<file path="src/rtl/usb_fs_nb_out_pe_ext_if.sv">
// rtl/usb_fs_nb_out_pe_ext_if.sv - rx/tx/endpoint-side signal bundle of the OUT protocol engine
interface usb_fs_nb_out_pe_ext_if #(
  parameter int NumOutEps         = 2,
  parameter int MaxOutPktSizeByte = 64
);
  localparam int PktW = $clog2(MaxOutPktSizeByte);

  logic                 link_reset_i;
  logic [6:0]           dev_addr_i;
  logic [NumOutEps-1:0] out_ep_enabled_i;
  logic [NumOutEps-1:0] out_ep_full_i;
  logic [NumOutEps-1:0] out_ep_stall_i;
  logic [NumOutEps-1:0] out_ep_iso_i;
  logic [NumOutEps-1:0] data_toggle_clear_i;
  logic                 rx_pkt_start_i;
  logic                 rx_pkt_end_i;
  logic                 rx_pkt_valid_i;
  logic [3:0]           rx_pid_i;
  logic [6:0]           rx_addr_i;
  logic [3:0]           rx_endp_i;
  logic                 rx_data_put_i;
  logic [7:0]           rx_data_i;
  logic                 tx_pkt_start_o;
  logic [3:0]           tx_pid_o;
  logic [3:0]           out_ep_current_o;
  logic                 out_ep_data_put_o;
  logic [PktW-1:0]      out_ep_put_addr_o;
  logic [7:0]           out_ep_data_o;
  logic                 out_ep_newpkt_o;
  logic                 out_ep_acked_o;
  logic                 out_ep_rollback_o;
  logic [NumOutEps-1:0] out_ep_setup_o;
  logic [PktW:0]        out_ep_byte_cnt_o;
  logic                 out_ep_timeout_o;
  logic                 out_ep_babble_o;

  modport master (
    output link_reset_i, dev_addr_i, out_ep_enabled_i, out_ep_full_i, out_ep_stall_i,
           out_ep_iso_i, data_toggle_clear_i, rx_pkt_start_i, rx_pkt_end_i, rx_pkt_valid_i,
           rx_pid_i, rx_addr_i, rx_endp_i, rx_data_put_i, rx_data_i,
    input  tx_pkt_start_o, tx_pid_o, out_ep_current_o, out_ep_data_put_o, out_ep_put_addr_o,
           out_ep_data_o, out_ep_newpkt_o, out_ep_acked_o, out_ep_rollback_o, out_ep_setup_o,
           out_ep_byte_cnt_o, out_ep_timeout_o, out_ep_babble_o
  );

  modport slave (
    input  link_reset_i, dev_addr_i, out_ep_enabled_i, out_ep_full_i, out_ep_stall_i,
           out_ep_iso_i, data_toggle_clear_i, rx_pkt_start_i, rx_pkt_end_i, rx_pkt_valid_i,
           rx_pid_i, rx_addr_i, rx_endp_i, rx_data_put_i, rx_data_i,
    output tx_pkt_start_o, tx_pid_o, out_ep_current_o, out_ep_data_put_o, out_ep_put_addr_o,
           out_ep_data_o, out_ep_newpkt_o, out_ep_acked_o, out_ep_rollback_o, out_ep_setup_o,
           out_ep_byte_cnt_o, out_ep_timeout_o, out_ep_babble_o
  );
endinterface

</file>
<file path="src/rtl/usb_fs_nb_out_pe_ext.sv">
// rtl/usb_fs_nb_out_pe_ext.sv - full-speed USB OUT/SETUP protocol engine
// Adds turnaround timeout, babble detection and byte-count reporting to the non-buffered engine.
module usb_fs_nb_out_pe_ext #(
  parameter int NumOutEps         = 2,
  parameter int MaxOutPktSizeByte = 64,
  parameter int TimeoutCycles     = 864
) (
  input logic                   clk_48mhz_i,
  input logic                   rst_i,
  usb_fs_nb_out_pe_ext_if.slave bus
);
  localparam int PktW = $clog2(MaxOutPktSizeByte);
  localparam int TmoW = $clog2(TimeoutCycles);
  localparam logic [PktW:0]   MaxCnt  = (PktW+1)'(MaxOutPktSizeByte);
  localparam logic [TmoW-1:0] TmoLast = TmoW'(TimeoutCycles - 1);

  localparam logic [3:0] PidOut   = 4'b0001;
  localparam logic [3:0] PidSetup = 4'b1101;
  localparam logic [3:0] PidData0 = 4'b0011;
  localparam logic [3:0] PidData1 = 4'b1011;
  localparam logic [3:0] PidAck   = 4'b0010;
  localparam logic [3:0] PidNak   = 4'b1010;
  localparam logic [3:0] PidStall = 4'b1110;

  typedef enum logic [2:0] {
    Idle, RcvdOut, RcvdDataStart, RcvdDataEnd, RcvdIsoDataEnd
  } state_e;

  state_e               state;
  logic [NumOutEps-1:0] toggle;
  logic                 setup_q, nak_q, babble_q;
  logic [PktW:0]        cnt;
  logic [TmoW-1:0]      tmo;

  // Zero-extended per-endpoint vectors so a 4-bit endpoint number can index them safely.
  logic [15:0] en16, full16, stall16, iso16, tog16;
  logic [3:0]  cur;
  logic        token_ok, out_or_setup, data_end, mismatch, cnt_full, addr_max;

  assign en16    = 16'(bus.out_ep_enabled_i);
  assign full16  = 16'(bus.out_ep_full_i);
  assign stall16 = 16'(bus.out_ep_stall_i);
  assign iso16   = 16'(bus.out_ep_iso_i);
  assign tog16   = 16'(toggle);
  assign cur     = bus.out_ep_current_o;

  assign token_ok = bus.rx_pkt_end_i && bus.rx_pkt_valid_i && (bus.rx_pid_i[1:0] == 2'b01) &&
                    (bus.rx_addr_i == bus.dev_addr_i) && (32'(bus.rx_endp_i) < NumOutEps) &&
                    en16[bus.rx_endp_i];
  assign out_or_setup = (bus.rx_pid_i == PidOut) || (bus.rx_pid_i == PidSetup);
  assign data_end = bus.rx_pkt_end_i && bus.rx_pkt_valid_i &&
                    ((bus.rx_pid_i == PidData0) || (bus.rx_pid_i == PidData1));
  assign mismatch = bus.rx_pid_i[3] != tog16[cur];
  assign cnt_full = cnt == MaxCnt;
  assign addr_max = &bus.out_ep_put_addr_o;

  always_ff @(posedge clk_48mhz_i) begin
    if (rst_i || bus.link_reset_i) begin
      state                 <= Idle;
      toggle                <= '0;
      setup_q               <= 1'b0;
      nak_q                 <= 1'b0;
      babble_q              <= 1'b0;
      cnt                   <= '0;
      tmo                   <= '0;
      bus.tx_pkt_start_o    <= 1'b0;
      bus.tx_pid_o          <= '0;
      bus.out_ep_current_o  <= '0;
      bus.out_ep_data_put_o <= 1'b0;
      bus.out_ep_put_addr_o <= '0;
      bus.out_ep_data_o     <= '0;
      bus.out_ep_newpkt_o   <= 1'b0;
      bus.out_ep_acked_o    <= 1'b0;
      bus.out_ep_rollback_o <= 1'b0;
      bus.out_ep_byte_cnt_o <= '0;
      bus.out_ep_timeout_o  <= 1'b0;
      bus.out_ep_babble_o   <= 1'b0;
      if (rst_i) bus.out_ep_setup_o <= '0;
    end else begin
      bus.tx_pkt_start_o    <= 1'b0;
      bus.out_ep_newpkt_o   <= 1'b0;
      bus.out_ep_acked_o    <= 1'b0;
      bus.out_ep_rollback_o <= 1'b0;
      bus.out_ep_timeout_o  <= 1'b0;
      bus.out_ep_babble_o   <= 1'b0;
      bus.out_ep_data_put_o <= 1'b0;
      bus.out_ep_data_o     <= bus.rx_data_i;

      if (bus.out_ep_data_put_o && full16[cur]) nak_q <= 1'b1;
      // Once NAKed the buffer keeps overwriting the same slot; rollback discards it anyway.
      if (bus.out_ep_data_put_o && !nak_q && !addr_max)
        bus.out_ep_put_addr_o <= bus.out_ep_put_addr_o + 1'b1;

      case (state)
        Idle: begin
          nak_q <= 1'b0;
          tmo   <= '0;
          if (token_ok && out_or_setup) begin
            state                <= RcvdOut;
            bus.out_ep_newpkt_o  <= 1'b1;
            bus.out_ep_current_o <= bus.rx_endp_i;
            setup_q              <= bus.rx_pid_i == PidSetup;
            for (int i = 0; i < NumOutEps; i++) begin
              if (bus.rx_endp_i == 4'(i)) begin
                bus.out_ep_setup_o[i] <= bus.rx_pid_i == PidSetup;
                if (bus.rx_pid_i == PidSetup) toggle[i] <= 1'b0;
              end
            end
          end
        end

        RcvdOut: begin
          nak_q                 <= 1'b0;
          babble_q              <= 1'b0;
          cnt                   <= '0;
          bus.out_ep_put_addr_o <= '0;
          if (bus.rx_pkt_start_i) begin
            state <= RcvdDataStart;
            tmo   <= '0;
          end else if (tmo == TmoLast) begin
            state                <= Idle;
            bus.out_ep_timeout_o <= 1'b1;
          end else begin
            tmo <= tmo + 1'b1;
          end
        end

        RcvdDataStart: begin
          if (bus.rx_data_put_i) begin
            if (cnt_full) begin
              babble_q <= 1'b1;
            end else begin
              bus.out_ep_data_put_o <= 1'b1;
              cnt                   <= cnt + 1'b1;
            end
          end
          if (bus.rx_pkt_end_i) begin
            if (iso16[cur] && data_end) begin
              state <= RcvdIsoDataEnd;
            end else if (data_end && mismatch) begin
              // Host missed our last ACK and is retrying: re-ACK, keep the toggle.
              state                 <= Idle;
              bus.out_ep_rollback_o <= 1'b1;
              bus.tx_pkt_start_o    <= 1'b1;
              bus.tx_pid_o          <= PidAck;
            end else if (!data_end) begin
              state                 <= Idle;
              bus.out_ep_rollback_o <= 1'b1;
            end else if (babble_q) begin
              state                 <= Idle;
              bus.out_ep_rollback_o <= 1'b1;
              bus.out_ep_babble_o   <= 1'b1;
            end else begin
              state <= RcvdDataEnd;
            end
          end
        end

        RcvdDataEnd: begin
          state              <= Idle;
          bus.tx_pkt_start_o <= 1'b1;
          if (stall16[cur] && !setup_q) begin
            bus.tx_pid_o <= PidStall;
          end else if (nak_q) begin
            bus.tx_pid_o          <= PidNak;
            bus.out_ep_rollback_o <= 1'b1;
          end else begin
            bus.tx_pid_o          <= PidAck;
            bus.out_ep_acked_o    <= 1'b1;
            bus.out_ep_byte_cnt_o <= cnt;
            for (int i = 0; i < NumOutEps; i++)
              if (cur == 4'(i)) toggle[i] <= ~toggle[i];
          end
        end

        RcvdIsoDataEnd: begin
          state <= Idle;
          if (stall16[cur] && !setup_q) begin
            bus.tx_pkt_start_o <= 1'b1;
            bus.tx_pid_o       <= PidStall;
          end else if (nak_q) begin
            bus.out_ep_rollback_o <= 1'b1;
          end else begin
            bus.out_ep_acked_o    <= 1'b1;
            bus.out_ep_byte_cnt_o <= cnt;
            for (int i = 0; i < NumOutEps; i++)
              if (cur == 4'(i)) toggle[i] <= ~toggle[i];
          end
        end

        default: state <= Idle;
      endcase

      // Software clear wins over any toggle update made above in the same cycle.
      for (int i = 0; i < NumOutEps; i++)
        if (bus.data_toggle_clear_i[i]) toggle[i] <= 1'b0;
    end
  end
endmodule
</file>
<file path="src/flat_wrapper.sv">
// flat-port wrapper written by rule: the top's interface ports become plain ports
module usb_fs_nb_out_pe_ext_flat 
#(
  parameter int NumOutEps         = 2,
  parameter int MaxOutPktSizeByte = 64,
  parameter int TimeoutCycles     = 864
)
  (clk_48mhz_i, rst_i, bus_link_reset_i, bus_dev_addr_i, bus_out_ep_enabled_i, bus_out_ep_full_i, bus_out_ep_stall_i, bus_out_ep_iso_i, bus_data_toggle_clear_i, bus_rx_pkt_start_i, bus_rx_pkt_end_i, bus_rx_pkt_valid_i, bus_rx_pid_i, bus_rx_addr_i, bus_rx_endp_i, bus_rx_data_put_i, bus_rx_data_i, bus_tx_pkt_start_o, bus_tx_pid_o, bus_out_ep_current_o, bus_out_ep_data_put_o, bus_out_ep_put_addr_o, bus_out_ep_data_o, bus_out_ep_newpkt_o, bus_out_ep_acked_o, bus_out_ep_rollback_o, bus_out_ep_setup_o, bus_out_ep_byte_cnt_o, bus_out_ep_timeout_o, bus_out_ep_babble_o);
  usb_fs_nb_out_pe_ext_if #(.NumOutEps(NumOutEps), .MaxOutPktSizeByte(MaxOutPktSizeByte)) bus_i ();
  input logic clk_48mhz_i;
  input logic rst_i;
  input wire logic [$bits(bus_i.link_reset_i)-1:0] bus_link_reset_i;
  input wire logic [$bits(bus_i.dev_addr_i)-1:0] bus_dev_addr_i;
  input wire logic [$bits(bus_i.out_ep_enabled_i)-1:0] bus_out_ep_enabled_i;
  input wire logic [$bits(bus_i.out_ep_full_i)-1:0] bus_out_ep_full_i;
  input wire logic [$bits(bus_i.out_ep_stall_i)-1:0] bus_out_ep_stall_i;
  input wire logic [$bits(bus_i.out_ep_iso_i)-1:0] bus_out_ep_iso_i;
  input wire logic [$bits(bus_i.data_toggle_clear_i)-1:0] bus_data_toggle_clear_i;
  input wire logic [$bits(bus_i.rx_pkt_start_i)-1:0] bus_rx_pkt_start_i;
  input wire logic [$bits(bus_i.rx_pkt_end_i)-1:0] bus_rx_pkt_end_i;
  input wire logic [$bits(bus_i.rx_pkt_valid_i)-1:0] bus_rx_pkt_valid_i;
  input wire logic [$bits(bus_i.rx_pid_i)-1:0] bus_rx_pid_i;
  input wire logic [$bits(bus_i.rx_addr_i)-1:0] bus_rx_addr_i;
  input wire logic [$bits(bus_i.rx_endp_i)-1:0] bus_rx_endp_i;
  input wire logic [$bits(bus_i.rx_data_put_i)-1:0] bus_rx_data_put_i;
  input wire logic [$bits(bus_i.rx_data_i)-1:0] bus_rx_data_i;
  output wire logic [$bits(bus_i.tx_pkt_start_o)-1:0] bus_tx_pkt_start_o;
  output wire logic [$bits(bus_i.tx_pid_o)-1:0] bus_tx_pid_o;
  output wire logic [$bits(bus_i.out_ep_current_o)-1:0] bus_out_ep_current_o;
  output wire logic [$bits(bus_i.out_ep_data_put_o)-1:0] bus_out_ep_data_put_o;
  output wire logic [$bits(bus_i.out_ep_put_addr_o)-1:0] bus_out_ep_put_addr_o;
  output wire logic [$bits(bus_i.out_ep_data_o)-1:0] bus_out_ep_data_o;
  output wire logic [$bits(bus_i.out_ep_newpkt_o)-1:0] bus_out_ep_newpkt_o;
  output wire logic [$bits(bus_i.out_ep_acked_o)-1:0] bus_out_ep_acked_o;
  output wire logic [$bits(bus_i.out_ep_rollback_o)-1:0] bus_out_ep_rollback_o;
  output wire logic [$bits(bus_i.out_ep_setup_o)-1:0] bus_out_ep_setup_o;
  output wire logic [$bits(bus_i.out_ep_byte_cnt_o)-1:0] bus_out_ep_byte_cnt_o;
  output wire logic [$bits(bus_i.out_ep_timeout_o)-1:0] bus_out_ep_timeout_o;
  output wire logic [$bits(bus_i.out_ep_babble_o)-1:0] bus_out_ep_babble_o;
  assign bus_i.link_reset_i = bus_link_reset_i;
  assign bus_i.dev_addr_i = bus_dev_addr_i;
  assign bus_i.out_ep_enabled_i = bus_out_ep_enabled_i;
  assign bus_i.out_ep_full_i = bus_out_ep_full_i;
  assign bus_i.out_ep_stall_i = bus_out_ep_stall_i;
  assign bus_i.out_ep_iso_i = bus_out_ep_iso_i;
  assign bus_i.data_toggle_clear_i = bus_data_toggle_clear_i;
  assign bus_i.rx_pkt_start_i = bus_rx_pkt_start_i;
  assign bus_i.rx_pkt_end_i = bus_rx_pkt_end_i;
  assign bus_i.rx_pkt_valid_i = bus_rx_pkt_valid_i;
  assign bus_i.rx_pid_i = bus_rx_pid_i;
  assign bus_i.rx_addr_i = bus_rx_addr_i;
  assign bus_i.rx_endp_i = bus_rx_endp_i;
  assign bus_i.rx_data_put_i = bus_rx_data_put_i;
  assign bus_i.rx_data_i = bus_rx_data_i;
  assign bus_tx_pkt_start_o = bus_i.tx_pkt_start_o;
  assign bus_tx_pid_o = bus_i.tx_pid_o;
  assign bus_out_ep_current_o = bus_i.out_ep_current_o;
  assign bus_out_ep_data_put_o = bus_i.out_ep_data_put_o;
  assign bus_out_ep_put_addr_o = bus_i.out_ep_put_addr_o;
  assign bus_out_ep_data_o = bus_i.out_ep_data_o;
  assign bus_out_ep_newpkt_o = bus_i.out_ep_newpkt_o;
  assign bus_out_ep_acked_o = bus_i.out_ep_acked_o;
  assign bus_out_ep_rollback_o = bus_i.out_ep_rollback_o;
  assign bus_out_ep_setup_o = bus_i.out_ep_setup_o;
  assign bus_out_ep_byte_cnt_o = bus_i.out_ep_byte_cnt_o;
  assign bus_out_ep_timeout_o = bus_i.out_ep_timeout_o;
  assign bus_out_ep_babble_o = bus_i.out_ep_babble_o;
  usb_fs_nb_out_pe_ext #(.NumOutEps(NumOutEps), .MaxOutPktSizeByte(MaxOutPktSizeByte), .TimeoutCycles(TimeoutCycles)) u_core (.clk_48mhz_i(clk_48mhz_i), .rst_i(rst_i), .bus(bus_i));
endmodule
</file>
<file path="config.mk">
export PLATFORM = sky130hd
export DESIGN_NAME = usb_fs_nb_out_pe_ext_flat
export DESIGN_NICKNAME = d
export VERILOG_FILES = /design/src/rtl/usb_fs_nb_out_pe_ext_if.sv /design/src/rtl/usb_fs_nb_out_pe_ext.sv /design/src/flat_wrapper.sv
export SDC_FILE = /design/constraint.sdc
export NUM_CORES = 1
export LEC_CHECK = 0
export CORE_MARGIN = 4
export CORE_UTILIZATION = 52
export CTS_CLUSTER_DIAMETER = 100
export DETAILED_ROUTE_END_ITERATION = 12
export GPL_ROUTABILITY_DRIVEN = 0
export GPL_TIMING_DRIVEN = 0
export PLACE_DENSITY = 0.95
export SLEW_MARGIN = 40
export SYNTH_ARGS = -nofsm -noshare
export SYNTH_HDL_FRONTEND = slang
export SYNTH_SLANG_ARGS = --single-unit
</file>
<file path="constraint.sdc">
create_clock -name clk_48mhz_i -period 3.7 [get_ports clk_48mhz_i]
set_input_delay 0.74 -clock clk_48mhz_i [delete_from_list [all_inputs] [get_ports clk_48mhz_i]]
set_output_delay 0.74 -clock clk_48mhz_i [all_outputs]
set_load 0.05 [all_outputs]
</file>
Word level (Yosys, flattened, before mapping) --
Cells that the tools add are included.
Word-level totals: register bits after elaboration 63, latch bits 0, RAM bits 0, memory bits (read-only) 0, input port bits 47, output and inout bits 38, word-level logic and storage cells 191, memories kept 0
Cells by class: add/sub/neg operators 3, multiply operators 0, div/mod/pow operators 0, $lt $le $gt $ge 3, equality and inequality tests 33, shift-type cells 0, mux-type cells 67, bitwise operators 11, reduce and logical (&&, ||, !) cells 52
Operator list (number):
- 2-to-1 mux 1 bit | 29
- 2-to-1 mux 4 bit | 6
- 2-to-1 mux 3 bit | 7
- binary-select mux 1 bit (select 4 bit) | 5
- 2-to-1 mux 10 bit | 2
- case mux 10 bit (2 select lines) | 1
- inequality test 2 x 1 -> 1 bit (second input constant) | 9
- 2-to-1 mux 2 bit | 8
- 2-to-1 mux 7 bit | 2
- inequality test 2 bit (second input constant) | 7
- case mux 7 bit (2 select lines) | 1
- AND reduction 7 bit | 2
- nonzero test 2 bit | 7
- logical AND 1 bit | 13
- equality test 4 x 1 -> 1 bit (second input constant) | 3
- case mux 4 bit (3 select lines) | 1
- AND reduction 3 bit | 4
- OR reduction 3 bit | 4
- inverter 1 bit | 11
- adder 10 x 1 -> 10 bit (second input constant) | 1
- equality test 10 bit (second input constant) | 1
- < comparator 4 x 5 -> 1 bit (second input constant) | 2
- OR reduction 2 bit | 5
- case mux 3 bit (3 select lines) | 1
- 27 further kinds | 37

Depth between registers and ports, before layout --
depth in word-level cells 9, mapped depth 7, mapped depth without buffers 7

Worst setup path after synthesis --
Ideal clock, no wire load.
path kind in2reg, start in bus_rx_endp_i[1], end reg u_core.bus.out_ep_setup_o[1] (netlist name) (enable), setup time 0.293 ns, arrival 1.901 ns, required time 3.407 ns, path slack 1.507 ns, cell stages on the path 5, buffers on the path 1, cells stage by stage or3_4 > nor4_4 > and4_1 > buf_4 > a41o_1
Between the ends: word-level cells in the longest chain between the ends 6, elaborated cells on any way between the ends 10, classes of those cells order compare (1); eq/ne (1); mux (2); reduce/logical (6)
Ends and longest elaborated chain:
- start: declaration | RTL line flat_wrapper.sv:24 | input wire logic [$bits(bus_i.rx_endp_i)-1:0] bus_rx_endp_i;
- binary-select mux 1 bit (select 4 bit) or < comparator 4 x 2 -> 1 bit (tied branches) | RTL line usb_fs_nb_out_pe_ext.sv:49, usb_fs_nb_out_pe_ext.sv:48
- 2-to-1 mux 1 bit (not written as such) or logical AND 1 bit (tied branches) | RTL line usb_fs_nb_out_pe_ext.sv:49, usb_fs_nb_out_pe_ext.sv:48
- logical AND 1 bit | RTL line usb_fs_nb_out_pe_ext.sv:48 | (bus.rx_addr_i == bus.dev_addr_i) && (32'(bus.rx_endp_i) < NumOutEps) &&
- logical AND 1 bit | RTL line usb_fs_nb_out_pe_ext.sv:98 | if (token_ok && out_or_setup) begin
- nonzero test 2 bit (no source line)
- AND reduction 4 bit (no source line) (*)
- end signal: indexed assignment | RTL line usb_fs_nb_out_pe_ext.sv:105 | bus.out_ep_setup_o[i] <= bus.rx_pid_i == PidSetup;
- end: declaration | RTL line usb_fs_nb_out_pe_ext_if.sv:51 | out_ep_data_o, out_ep_newpkt_o, out_ep_acked_o, out_ep_rollback_o, out_ep_setup_o,
Every way passes the cells marked *; elsewhere a longest branch is shown, timed or not. The select of a mux whose other input is x is not followed. A chain may end at the register's enable or synchronous reset.

Worst setup path in the final report --
start in bus_rx_pkt_end_i, end reg u_core.bus.tx_pid_o[3]
Between the ends: word-level cells in the longest chain between the ends 5, elaborated cells on any way between the ends 8, classes of those cells eq/ne (3); reduce/logical (5)
Ends and longest elaborated chain:
- start: declaration | RTL line flat_wrapper.sv:20 | input wire logic [$bits(bus_i.rx_pkt_end_i)-1:0] bus_rx_pkt_end_i;
- logical AND 1 bit (2 in series) | RTL line usb_fs_nb_out_pe_ext.sv:51 | assign data_end = bus.rx_pkt_end_i && bus.rx_pkt_valid_i &&
- logical AND 1 bit, on equally long branches | RTL line usb_fs_nb_out_pe_ext.sv:138, usb_fs_nb_out_pe_ext.sv:140
- inequality test 2 bit (no source line) or inequality test 2 x 1 -> 1 bit (tied branches)
- AND reduction 5 bit (no source line) (*)
- end signal: assignment | RTL line usb_fs_nb_out_pe_ext.sv:145 | bus.tx_pid_o <= PidAck;
- end signal: assignment | RTL line usb_fs_nb_out_pe_ext.sv:163 | bus.tx_pid_o <= PidStall;
- end signal: assignment | RTL line usb_fs_nb_out_pe_ext.sv:165 | bus.tx_pid_o <= PidNak;
- end: declaration | RTL line usb_fs_nb_out_pe_ext_if.sv:50 | output tx_pkt_start_o, tx_pid_o, out_ep_current_o, out_ep_data_put_o, out_ep_put_addr_o,
Every way passes the cells marked *; elsewhere a longest branch is shown, timed or not.

==> qor.yml <==
power:
  powerDensity_nw_per_um2: 357
  power.share.switching_pct: 22.8
  seq_power_share_pct: 44.8
  max-vdd-ir-drop_v: 0.000278
  cellInternalPower_w: 0.00117
  power_frac_clock_pct: 46.6
  p_switching_w: 0.000343
  standby_leakage_power_nw: 1.44
  p_comb_share_pct: 8.6
final_layout:
  fraction_of_layout_instances_using_a_drive_strength_above_1_pct: 9.84
  area.sequential_um2: 1260
  multi_input_gate_area_in_the_final_layout_um2: 1690
  final_net_count: 483
  areaGrowthSynthToFinish_pct: 38.0
  filler_cell_count: 416
  final_area_um2: 4220
  diodes: 0
timing:
  slew_of_the_pin_with_the_lowest_slew_margin_ns: 0.637
  max-slew-margin-rel_pct: 57.2
  period_share_pct: 66.4
  clock_skew_ns: 0.00719
  fin_hold_ws_ns: 0.460
  finalSetupViolCount: 0
  finalWorstPathRequiredPeriod_ns: 2.46
  fin_tns_setup_ns: 0
  grt_setup_unrepaired: "false"
  report.final.slew_viol_count: 0
  hold_viol_final: 0
  max_freq_ghz: 0.407
synth:
  yosys.area.top_type: "sky130_fd_sc_hd__dfxtp_1"
  synth_ff_type: "sky130_fd_sc_hd__dfxtp_1"
  synth_most_common_cell: "sky130_fd_sc_hd__dfxtp_1"
  synthDominantCellAreaShare_pct: 39.2
  syn_avg_cell_area_um2: 9.06
  synth.net_count: 389
  ys_async_sr_fraction_pct: 0
  synth_warnings: 0
  post_synth_num_cell_types: 72
  synth.ff_latch_count: 62
  synth_enable_flop_cells: 2
  synth_top_cells_by_count: "sky130_fd_sc_hd__dfxtp_1 (60), sky130_fd_sc_hd__nor2_1 (36), sky130_fd_sc_hd__nand2_1 (28)"
  yosysSeqAreaShare_pct: 41.2
  synth.top_cells.by_area: "sky130_fd_sc_hd__dfxtp_1 (39%), sky130_fd_sc_hd__xnor2_1 (4.6%), sky130_fd_sc_hd__nor2_1 (4.4%)"
  post_synth_inst_count: 338
  combined_area_of_all_synthesized_cells_um2: 3060
grt:
  global_route.overflow_total: 0
  grt_pass1_wl_um: 13500
  grt_start_max_net_pins: 13
  initial_antenna_violation_count: 0
  global_route.usage.total_pct: 23.4
  grt_pass1_vias: 2825
critical_path:
  worst_r2r_endpoint: "u_core.bus.tx_pid_o[3]"
  critical_path_peak_fanout: 4
  cp_cell_sequence: "clkdlybuf4s50_1 > nand3_1 > nor3b_1 > o2111ai_1 > a221oi_1 > a211oi_2"
  crit_arrival_ns: 2.67
  setup.worst_path.end_class: "register"
  worst_setup_path_startpoint: "bus_rx_pkt_end_i"
  cp_slowest_stage_delay_ns: 0.55
  critPathKind: "primary input to register"
  timing.critical_path.to: "u_core.bus.tx_pid_o[3]"
  timing.rr.start: "u_core.bus.out_ep_current_o[1]"
  crit_path_start_kind: "primary input"
  critical_path.slowest_cell: "sky130_fd_sc_hd__clkdlybuf4s50_1"
  r2r.worst_path.cells: 5
  setup_slack_of_the_worst_register_to_register_path_ns: 1.72
  critical_path_rt_ns: 3.91
die:
  design.portCount: 85
  placementRows: 27
  dieWidth_um: 84.7
  floorplan.die.height_um: 84.7
  die_area_um2: 7180
  start_util_pct: 54.6
  core_area_um2: 5610
cts:
  cts.repair.resized: 0
  cts-root-to-sink-buffers: 2
  post_cts.repair.setup_buffers: 0
  htree_num_levels: 3
  worst_skew_pair.late_latency_ns: 0.35
  numClockSinks: 62
  cts_tree: "built"
  cts_made_buffers: 9
  postCtsHoldBufs: 0
  clk_pin_slew_worst_paths_ns: 0.08
  cts_root_buf: "sky130_fd_sc_hd__clkbuf_8"
routing:
  vias_per_cell: 5.58
  num_vias: 2841
  drt_first_pass_iters: 5
  finalWirelength_um: 8030
  remaining_drc_errors: 0
  detail_route.iter0.violations: 186
  route.antenna.remaining_nets: 0
  post_drt_wl_per_cell_um: 15.8
placed_design:
  placed_cell_area_um2: 3980
  dp_hpwl_um: 5980
  io_buffer_count: 83
flow_run:
  maxCapViolations: 0
run_status:
  outcome: "complete, no violations"
hold_path:
  hold_path_class: "register to register"
==> registers in the layout, summed over array words and instances, names as in the netlist, 2 cells and up <==
name and flops:
u_core.bus.tx_pid_o 3, u_core.bus.out_ep_put_addr_o 6, u_core.bus.out_ep_data_o 8, u_core.bus.out_ep_current_o 4
u_core.bus.out_ep_setup_o 2, u_core.bus.out_ep_byte_cnt_o 7, u_core.cnt 7, u_core.state 3
u_core.tmo 10, u_core.toggle 2
==> critical path, delay by kind of cell <==
family / cells / cell delay, ns
compound gates: 3 / 0.82
buf+inv: 1 / 0.55
simple gates: 2 / 0.55
==> logic make-up (layout without fill, tap and decap cells) <==
family | Yosys count | after routing | synth area share (%)
buf+inv | 23 | 122 | 3.64
other cells | 1 | 1 | 0.122
flops | 62 | 62 | 41.2
simple gates | 155 | 155 | 28.2
compound gates | 59 | 59 | 14.8
xor+xnor | 24 | 24 | 6.87
fa+ha+maj | 4 | 4 | 1.63
mux | 10 | 10 | 3.47
==> power by group through the flow <==
stage,Combinational [W],Clock (W),Sequential (W)
after floorplan,0.0000385,0,0.000709
after global placement,0.000126,0,0.000691
after detailed placement,0.000129,0,0.000691
after CTS,0.000130,0.000712,0.000676
after global routing,0.000139,0.000747,0.000676
final,0.000130,0.000703,0.000676
==> how the worst min path moves through the flow <==
stage	startpoint	to	slack [ns]	depth (start not counted)
2_1_floorplan	u_core.cnt[6]	u_core.bus.out_ep_byte_cnt_o[6]	0.45	2
3_3_place_gp	u_core.bus.tx_pid_o[1]	u_core.bus.tx_pid_o[1]	0.44	2
3_5_place_dp	u_core.bus.out_ep_byte_cnt_o[6]	u_core.bus.out_ep_byte_cnt_o[6]	0.45	2
4_1_cts	u_core.bus.out_ep_byte_cnt_o[6]	u_core.bus.out_ep_byte_cnt_o[6]	0.46	2
5_1_grt	u_core.bus.out_ep_byte_cnt_o[0]	u_core.bus.out_ep_byte_cnt_o[0]	0.48	2
6_report	u_core.bus.out_ep_byte_cnt_o[3]	u_core.bus.out_ep_byte_cnt_o[3]	0.46	2
==> cell usage in the layout, fill, tap and decap left out, types with 3 or more instances in the layout <==
cell type,netlist,routed
sky130_fd_sc_hd__nand2b_1,5,5
sky130_fd_sc_hd__nand2_1,28,28
sky130_fd_sc_hd__nor3b_1,3,3
sky130_fd_sc_hd__nor2_1,36,36
sky130_fd_sc_hd__xor2_1,8,8
sky130_fd_sc_hd__nor3_1,16,16
sky130_fd_sc_hd__and3_1,5,5
sky130_fd_sc_hd__ha_1,4,4
sky130_fd_sc_hd__nor4_1,3,3
sky130_fd_sc_hd__a21oi_1,17,17
sky130_fd_sc_hd__inv_1,10,10
sky130_fd_sc_hd__clkdlybuf4s50_1,0,83
sky130_fd_sc_hd__or3_4,3,3
sky130_fd_sc_hd__clkbuf_8,0,9
sky130_fd_sc_hd__dfxtp_1,60,60
sky130_fd_sc_hd__nand3b_1,4,4
sky130_fd_sc_hd__and2_1,15,15
sky130_fd_sc_hd__a2111oi_1,3,3
sky130_fd_sc_hd__mux2i_1,8,8
sky130_fd_sc_hd__o21ai_0,5,5
sky130_fd_sc_hd__o21a_1,5,5
sky130_fd_sc_hd__xnor2_1,16,16
sky130_fd_sc_hd__nand3_1,9,9
sky130_fd_sc_hd__nand4_1,9,9
sky130_fd_sc_hd__clkbuf_1,7,7
==> metrics by stage <==
stage / worst slack [ns] / instances / util, % / total power [W]
after floorplan: 1.51 / 338 / - / 0.000747
after global placement: 0.932 / 493 / 71.0 / 0.000817
after detailed placement: 0.914 / 493 / 71.0 / 0.000820
after CTS: 1.28 / 509 / 75.3 / 0.00152
after global routing: 1.12 / 509 / 75.3 / 0.00156
final: 1.24 / 509 / 75.3 / 0.00151
==> final cells by class <==
cell class | instances | area share, %
Timing Repair Buffer | 83 | 19.7
Tap cell | 72 | 2.13
Clock inverter | 6 | 2.19
Clock buffer | 10 | 3.52
Inverter | 10 | 0.889
Multi-Input combinational cell | 253 | 40.0
Buffer | 13 | 1.75
Sequential cell | 62 | 29.9
==> routing by layer <==
metal	track usage, %	up-vias	part of all wire, %
met2	39.8	113	50
met4	6.33	0	1.6
met1	28.5	1317	42
met3	7.56	18	6.5
met5	0	-	0
li1	-	1393	-
Power figures use the tool's default switching activity.
